## src/rtl/seven_seg_pkg.sv

```systemverilog
// Shared types and segment codes for the seven-segment display blocks.
// Segment codes are active-low: bit7 = DP, bits6:0 = g..a.
package seven_seg_pkg;

    typedef enum logic [1:0] {
        IDLE  = 2'd0,
        BLANK = 2'd1,
        SHOW  = 2'd2
    } scan_state_e;

    localparam logic [7:0] SEG_0   = 8'hC0;
    localparam logic [7:0] SEG_1   = 8'hF9;
    localparam logic [7:0] SEG_2   = 8'hA4;
    localparam logic [7:0] SEG_3   = 8'hB0;
    localparam logic [7:0] SEG_4   = 8'h99;
    localparam logic [7:0] SEG_5   = 8'h92;
    localparam logic [7:0] SEG_6   = 8'h82;
    localparam logic [7:0] SEG_7   = 8'hF8;
    localparam logic [7:0] SEG_8   = 8'h80;
    localparam logic [7:0] SEG_9   = 8'h90;
    localparam logic [7:0] SEG_OFF = 8'hFF;
    localparam int         DP_BIT  = 7;

endpackage

```

## src/rtl/seg_bcd_decode.sv

```systemverilog
// Combinational BCD nibble to active-low segment code.
// Non-decimal nibbles and blanked digits go dark; a lit DP survives blanking.
module seg_bcd_decode
    import seven_seg_pkg::*;
(
    input  logic [3:0] nibble,
    input  logic       dp,
    input  logic       blank,
    output logic [7:0] code
);

    always_comb begin
        code = SEG_OFF;
        if (!blank) begin
            case (nibble)
                4'd0:    code = SEG_0;
                4'd1:    code = SEG_1;
                4'd2:    code = SEG_2;
                4'd3:    code = SEG_3;
                4'd4:    code = SEG_4;
                4'd5:    code = SEG_5;
                4'd6:    code = SEG_6;
                4'd7:    code = SEG_7;
                4'd8:    code = SEG_8;
                4'd9:    code = SEG_9;
                default: code = SEG_OFF;
            endcase
        end
        if (dp) begin
            code[DP_BIT] = 1'b0;
        end
    end

endmodule

```

## src/rtl/seven_seg_scan_ctrl.sv

```systemverilog
// Multiplexed scan controller for common-anode digits on a shared segment bus.
// Outputs are registered from next-state values so they line up with the state they describe.
module seven_seg_scan_ctrl
    import seven_seg_pkg::*;
#(
    parameter int NUM_DIGITS   = 4,
    parameter int PRESCALE     = 1000,
    parameter int BLANK_CYCLES = 16
) (
    input  logic                    clk,
    input  logic                    rst_n,
    input  logic                    enable,
    input  logic                    blank_lz,
    input  logic                    load_valid,
    output logic                    load_ready,
    input  logic [4*NUM_DIGITS-1:0] bcd_in,
    input  logic [NUM_DIGITS-1:0]   dp_in,
    output logic [7:0]              segment,
    output logic [NUM_DIGITS-1:0]   digit_an,
    output logic                    frame_done
);

    localparam int CNT_MAX = (PRESCALE > BLANK_CYCLES) ? PRESCALE : BLANK_CYCLES;
    localparam int CW      = $clog2(CNT_MAX);
    localparam int IW      = (NUM_DIGITS > 1) ? $clog2(NUM_DIGITS) : 1;

    localparam logic [CW-1:0] SHOW_LOAD  = CW'(PRESCALE - 1);
    localparam logic [CW-1:0] BLANK_LOAD = CW'(BLANK_CYCLES - 1);
    localparam logic [IW-1:0] LAST_IDX   = IW'(NUM_DIGITS - 1);

    scan_state_e state, state_nx;
    logic [CW-1:0] cnt, cnt_nx;
    logic [IW-1:0] idx, idx_nx;

    logic [4*NUM_DIGITS-1:0] active_bcd, active_bcd_nx, pend_bcd;
    logic [NUM_DIGITS-1:0]   active_dp, active_dp_nx, pend_dp;
    logic                    pend_valid, pend_valid_nx;
    logic                    accept, transfer;

    logic [NUM_DIGITS-1:0] lz_mask;
    logic [3:0]            nib;
    logic                  nib_dp, nib_blank;
    logic [7:0]            dec_code;

    logic [7:0]            seg_nx;
    logic [NUM_DIGITS-1:0] an_nx;
    logic                  fd_nx;

    // State register
    always_ff @(posedge clk or negedge rst_n) begin
        if (!rst_n) begin
            state <= IDLE;
            cnt   <= '0;
            idx   <= '0;
        end else begin
            state <= state_nx;
            cnt   <= cnt_nx;
            idx   <= idx_nx;
        end
    end

    // Next-state logic; the slot counter reloads on every state change
    always_comb begin
        state_nx = state;
        cnt_nx   = cnt;
        idx_nx   = idx;
        if (!enable) begin
            state_nx = IDLE;
            cnt_nx   = '0;
            idx_nx   = '0;
        end else begin
            case (state)
                IDLE: begin
                    state_nx = BLANK;
                    cnt_nx   = BLANK_LOAD;
                end
                BLANK: begin
                    if (cnt == '0) begin
                        state_nx = SHOW;
                        cnt_nx   = SHOW_LOAD;
                    end else begin
                        cnt_nx = cnt - CW'(1);
                    end
                end
                SHOW: begin
                    if (cnt == '0) begin
                        state_nx = BLANK;
                        cnt_nx   = BLANK_LOAD;
                        idx_nx   = (idx == LAST_IDX) ? '0 : idx + IW'(1);
                    end else begin
                        cnt_nx = cnt - CW'(1);
                    end
                end
                default: begin
                    state_nx = IDLE;
                    cnt_nx   = '0;
                    idx_nx   = '0;
                end
            endcase
        end
    end

    // frame_done is high exactly during the last SHOW cycle of the last digit,
    // so a pending value swaps in at the edge that closes the frame.
    assign accept   = load_valid && load_ready;
    assign transfer = pend_valid && (frame_done || state == IDLE);

    always_comb begin
        active_bcd_nx = transfer ? pend_bcd : active_bcd;
        active_dp_nx  = transfer ? pend_dp  : active_dp;
        pend_valid_nx = pend_valid;
        if (transfer) begin
            pend_valid_nx = 1'b0;
        end else if (accept) begin
            pend_valid_nx = 1'b1;
        end
    end

    // Leading zeros: a digit is blanked when it and every digit above it are zero
    always_comb begin
        logic run;
        run     = blank_lz;
        lz_mask = '0;
        for (int i = NUM_DIGITS - 1; i >= 1; i--) begin
            run        = run && (active_bcd_nx[4*i +: 4] == 4'd0);
            lz_mask[i] = run;
        end
    end

    always_comb begin
        nib       = '0;
        nib_dp    = 1'b0;
        nib_blank = 1'b0;
        for (int i = 0; i < NUM_DIGITS; i++) begin
            if (idx_nx == IW'(i)) begin
                nib       = active_bcd_nx[4*i +: 4];
                nib_dp    = active_dp_nx[i];
                nib_blank = lz_mask[i];
            end
        end
    end

    seg_bcd_decode u_decode (
        .nibble (nib),
        .dp     (nib_dp),
        .blank  (nib_blank),
        .code   (dec_code)
    );

    // Output logic: derived from the state the next cycle will hold
    always_comb begin
        seg_nx = SEG_OFF;
        an_nx  = '1;
        fd_nx  = 1'b0;
        if (state_nx == SHOW) begin
            seg_nx = dec_code;
            for (int i = 0; i < NUM_DIGITS; i++) begin
                if (idx_nx == IW'(i)) begin
                    an_nx[i] = 1'b0;
                end
            end
            fd_nx = (cnt_nx == '0) && (idx_nx == LAST_IDX);
        end
    end

    always_ff @(posedge clk or negedge rst_n) begin
        if (!rst_n) begin
            active_bcd <= '0;
            active_dp  <= '0;
            pend_bcd   <= '0;
            pend_dp    <= '0;
            pend_valid <= 1'b0;
            load_ready <= 1'b1;
            segment    <= SEG_OFF;
            digit_an   <= '1;
            frame_done <= 1'b0;
        end else begin
            active_bcd <= active_bcd_nx;
            active_dp  <= active_dp_nx;
            if (accept) begin
                pend_bcd <= bcd_in;
                pend_dp  <= dp_in;
            end
            pend_valid <= pend_valid_nx;
            load_ready <= !pend_valid_nx;
            segment    <= seg_nx;
            digit_an   <= an_nx;
            frame_done <= fd_nx;
        end
    end

endmodule

```

## config.mk

```make
export PLATFORM = sky130hd
export DESIGN_NAME = seven_seg_scan_ctrl
export DESIGN_NICKNAME = d
export VERILOG_FILES = /design/src/rtl/seven_seg_pkg.sv /design/src/rtl/seg_bcd_decode.sv /design/src/rtl/seven_seg_scan_ctrl.sv
export SDC_FILE = /design/constraint.sdc
export NUM_CORES = 1
export LEC_CHECK = 0
export ABC_CLOCK_PERIOD_IN_PS = 4300
export CORE_MARGIN = 5
export CORE_UTILIZATION = 56
export DETAILED_ROUTE_END_ITERATION = 10
export PLACE_DENSITY = 0.8
export SYNTH_ARGS = -nofsm -noshare
export SYNTH_HDL_FRONTEND = slang
export SYNTH_SLANG_ARGS = --single-unit
```

## constraint.sdc

```tcl
create_clock -name clk -period 4.3 [get_ports clk]
set_input_delay 1.29 -clock clk [delete_from_list [all_inputs] [get_ports clk]]
set_output_delay 1.29 -clock clk [all_outputs]
set_load 0.05 [all_outputs]
```

==> impl_metrics.ini <==
[clock_tree]
clockBufferDepth = 2
htreeDepth = 3
cts_made_buffers = 9
post_cts.repair.setup_buffers = 0
insertion_delay_ps = 340
path_clk_slew_ps = 70
holdBufCountCts = 0
cts_resized = 0
clock_sinks = 69
cts_tree = done
clock-root-buffer = clkbuf_8

[timing]
skew_ps = 7.30
max_slew_margin_pct = 36.2
tightest_slew_ps = 957
rsz0062_at_grt = false
max_freq_ghz = 0.255
hold_violations = 0
setup_violations = 0
fin_setup_tns_ps = 0
slew_viol_final = 0
period_needed_ps = 3920
fin_crit_sh_pct = 91.2

[synth]
yosysUniqueCellTypes = 55
yosys_register_bits = 69
yosysSeqAreaShare_pct = 51.8
synth_top_area_share_pct = 41.6
synth_edf_count = 0
synthCells = 295
synth_common_cells = 56 x dfrtp_1, 28 x mux2_2, 22 x nor2_1
yosys-top-cells-area = dfrtp_1 42%, dfstp_2 10%, mux2_2 9.4%, mux2i_1 3.3%, ha_1 3.0%
syn_area_sq_um = 3370
syn_area_per_cell_sq_um = 11.4
synth.net_count = 328
synthFlopType = dfrtp_1
synth_top_cell_by_area = dfrtp_1
yosys_warnings = 0
async_flop_share_pct = 100
synth.most_common_cell = dfrtp_1

[place]
place_inst = 398
gp_congestion = 0.833
io_buffers = 38
dpl.hpwl_mm = 4.87

[run_status]
outcome = finished, final reports clean

[worst_setup_path]
startpoint_type = flop
cpMaxStageDelayCell = or4b_1
crit_arrival_ps = 4170
cp-end-kind = flop
critical_path.max_stage_delay_ps = 580
crit_family = simple AND/OR/NAND/NOR gates
cp_cell_sequence = inv_1, ha_1, or4b_1, or3_1, a311o_1, nand2_1, inv_2, a221oi_2, inv_1, ha_1, mux2_1, a32oi_1
cp_num_buf_inv = 3
worstSetupPathType = reg -> reg
critPathMaxFanout = 8
cp.required_ps = 4550

[detailed_routing]
drtAntennaViolNets = 0
wl_mm = 6.76
drtPass1Iterations = 4
drc_errors = 0
viasPerCell = 5.78
num_vias = 2392
initialDrtViolationCount = 170
wire_per_inst_um = 16.3

[floorplan]
coreArea_sq_um = 5890
initial_core_util_pct = 57.2
die_area_sq_um = 7660
dieWidth_um = 87.5
fp-row-count = 28
io_pins = 39
die_y_um = 87.5

[final_layout]
syn2layout_area_growth_pct = 18.4
layout-drive-gt1-share_pct = 20.4
antenna_cells = 0
instances_no_fill = 414
finalNetCount = 367

[grt]
antenna_found_initial = 0
grt_pass1_vias = 2319
grt_pass1_wl_mm = 11.1
track_usage_pct = 18.9
grt_max_degree = 70
overflow = 0

[power]
p_per_area_nw_per_um2 = 615
vdd_drop_max_mv = 0.342
p_leak_nw = 1.77
fin_total_pwr_w = 0.00245

[flow_run]
max_cap_viol_count = 0

[min_path]
hp-class = reg -> reg
[per-layer routing]
metal,global-route usage [%],wire (um),vias up
met1,25.1,3030,1178
li1,-,-,1138
met3,5.01,305,12
met5,0,0,-
met4,7.67,91,0
met2,29.6,3340,64
[registers in the layout (all words and copies together), names as in the netlist]
name / cells
active_dp: 4
idx: 2
active_bcd: 16
pend_bcd: 16
pend_dp: 4
frame_done: 1
cnt: 10
segment: 8
state: 2
digit_an: 4
load_ready: 1
pend_valid: 1
[area by class of cell]
| type | instances | area (sq um) |
|---|---|---|
| fillers | 462 | 1900 |
| flip-flops and latches | 69 | 1740 |
| multi-input cells | 191 | 1480 |
| repair buffers | 42 | 405 |
| clock buffers | 15 | 176 |
| well taps | 75 | 93.8 |
| inverters | 21 | 78.8 |
| clock inverters | 1 | 5.00 |
[where the power goes]
part	switching, W	leakage [nW]	internal, W
registers	0.000115	0.822	0.000879
logic	0.000536	0.853	0.000441
clock network	0.000221	0.0937	0.000257
[worst reg2reg max path: cells and delay by family (launching register included)]
| kind | cells | cell delay, ps |
|---|---|---|
| flip-flops | 1 | 420 |
| adder cells (fa/ha/maj) | 2 | 380 |
| AO/OA/AOI/OAI | 3 | 1130 |
| multiplexers | 1 | 300 |
| buffers and inverters | 3 | 360 |
| AND/OR/NAND/NOR | 3 | 1240 |
[logic make-up after synthesis]
group / count (synthesis) / share of synthesized area [%]
flops: 69 / 51.8
buf+inv: 35 / 4.20
fa+ha+maj: 8 / 2.97
xor+xnor: 6 / 1.56
simple gates: 77 / 11.9
mux: 43 / 14.2
compound gates: 57 / 13.4
[metrics by stage]
step	util, %	hold slack, ps	setup slack, ps	instance area (sq um)
5_1_grt	67.7	522	238	3980
3_3_place_gp	64.6	470	639	3800
3_5_place_dp	64.6	481	472	3800
6_report	67.7	496	380	3980
4_1_cts	67.7	497	435	3980
2_1_floorplan	-	452	801	3370
[cell usage in the layout (no fill, tap or decap), drive strengths merged, types with 3 or more instances in the layout]
cell	n
mux2i	11
nor4	6
or4b	3
o21ai	7
or3	3
a311oi	3
inv	21
a2111oi	4
nor2b	3
clkbuf	15
nor3	7
nor2	22
a21oi	12
o211ai	3
a221oi	3
xor2	4
a21boi	4
mux2	32
clkdlybuf4s50	37
dfrtp	56
and3	9
ha	8
nand2	12
buf	5
dfstp	13
[final timing paths]
kind,start,end,slack (ps),depth (start not counted)
worst max-delay path,cnt[0],segment[4],380,12
worst min-delay path,active_bcd[8],active_bcd[8],500,2
worst max register to register,cnt[0],segment[4],380,12
worst min register to register,active_bcd[8],active_bcd[8],500,2
max in group asynchronous,rst_n,pend_bcd[13],2610,2
min in group asynchronous,rst_n,cnt[8],1130,2
No activity file was read; power rests on OpenSTA's default activity.
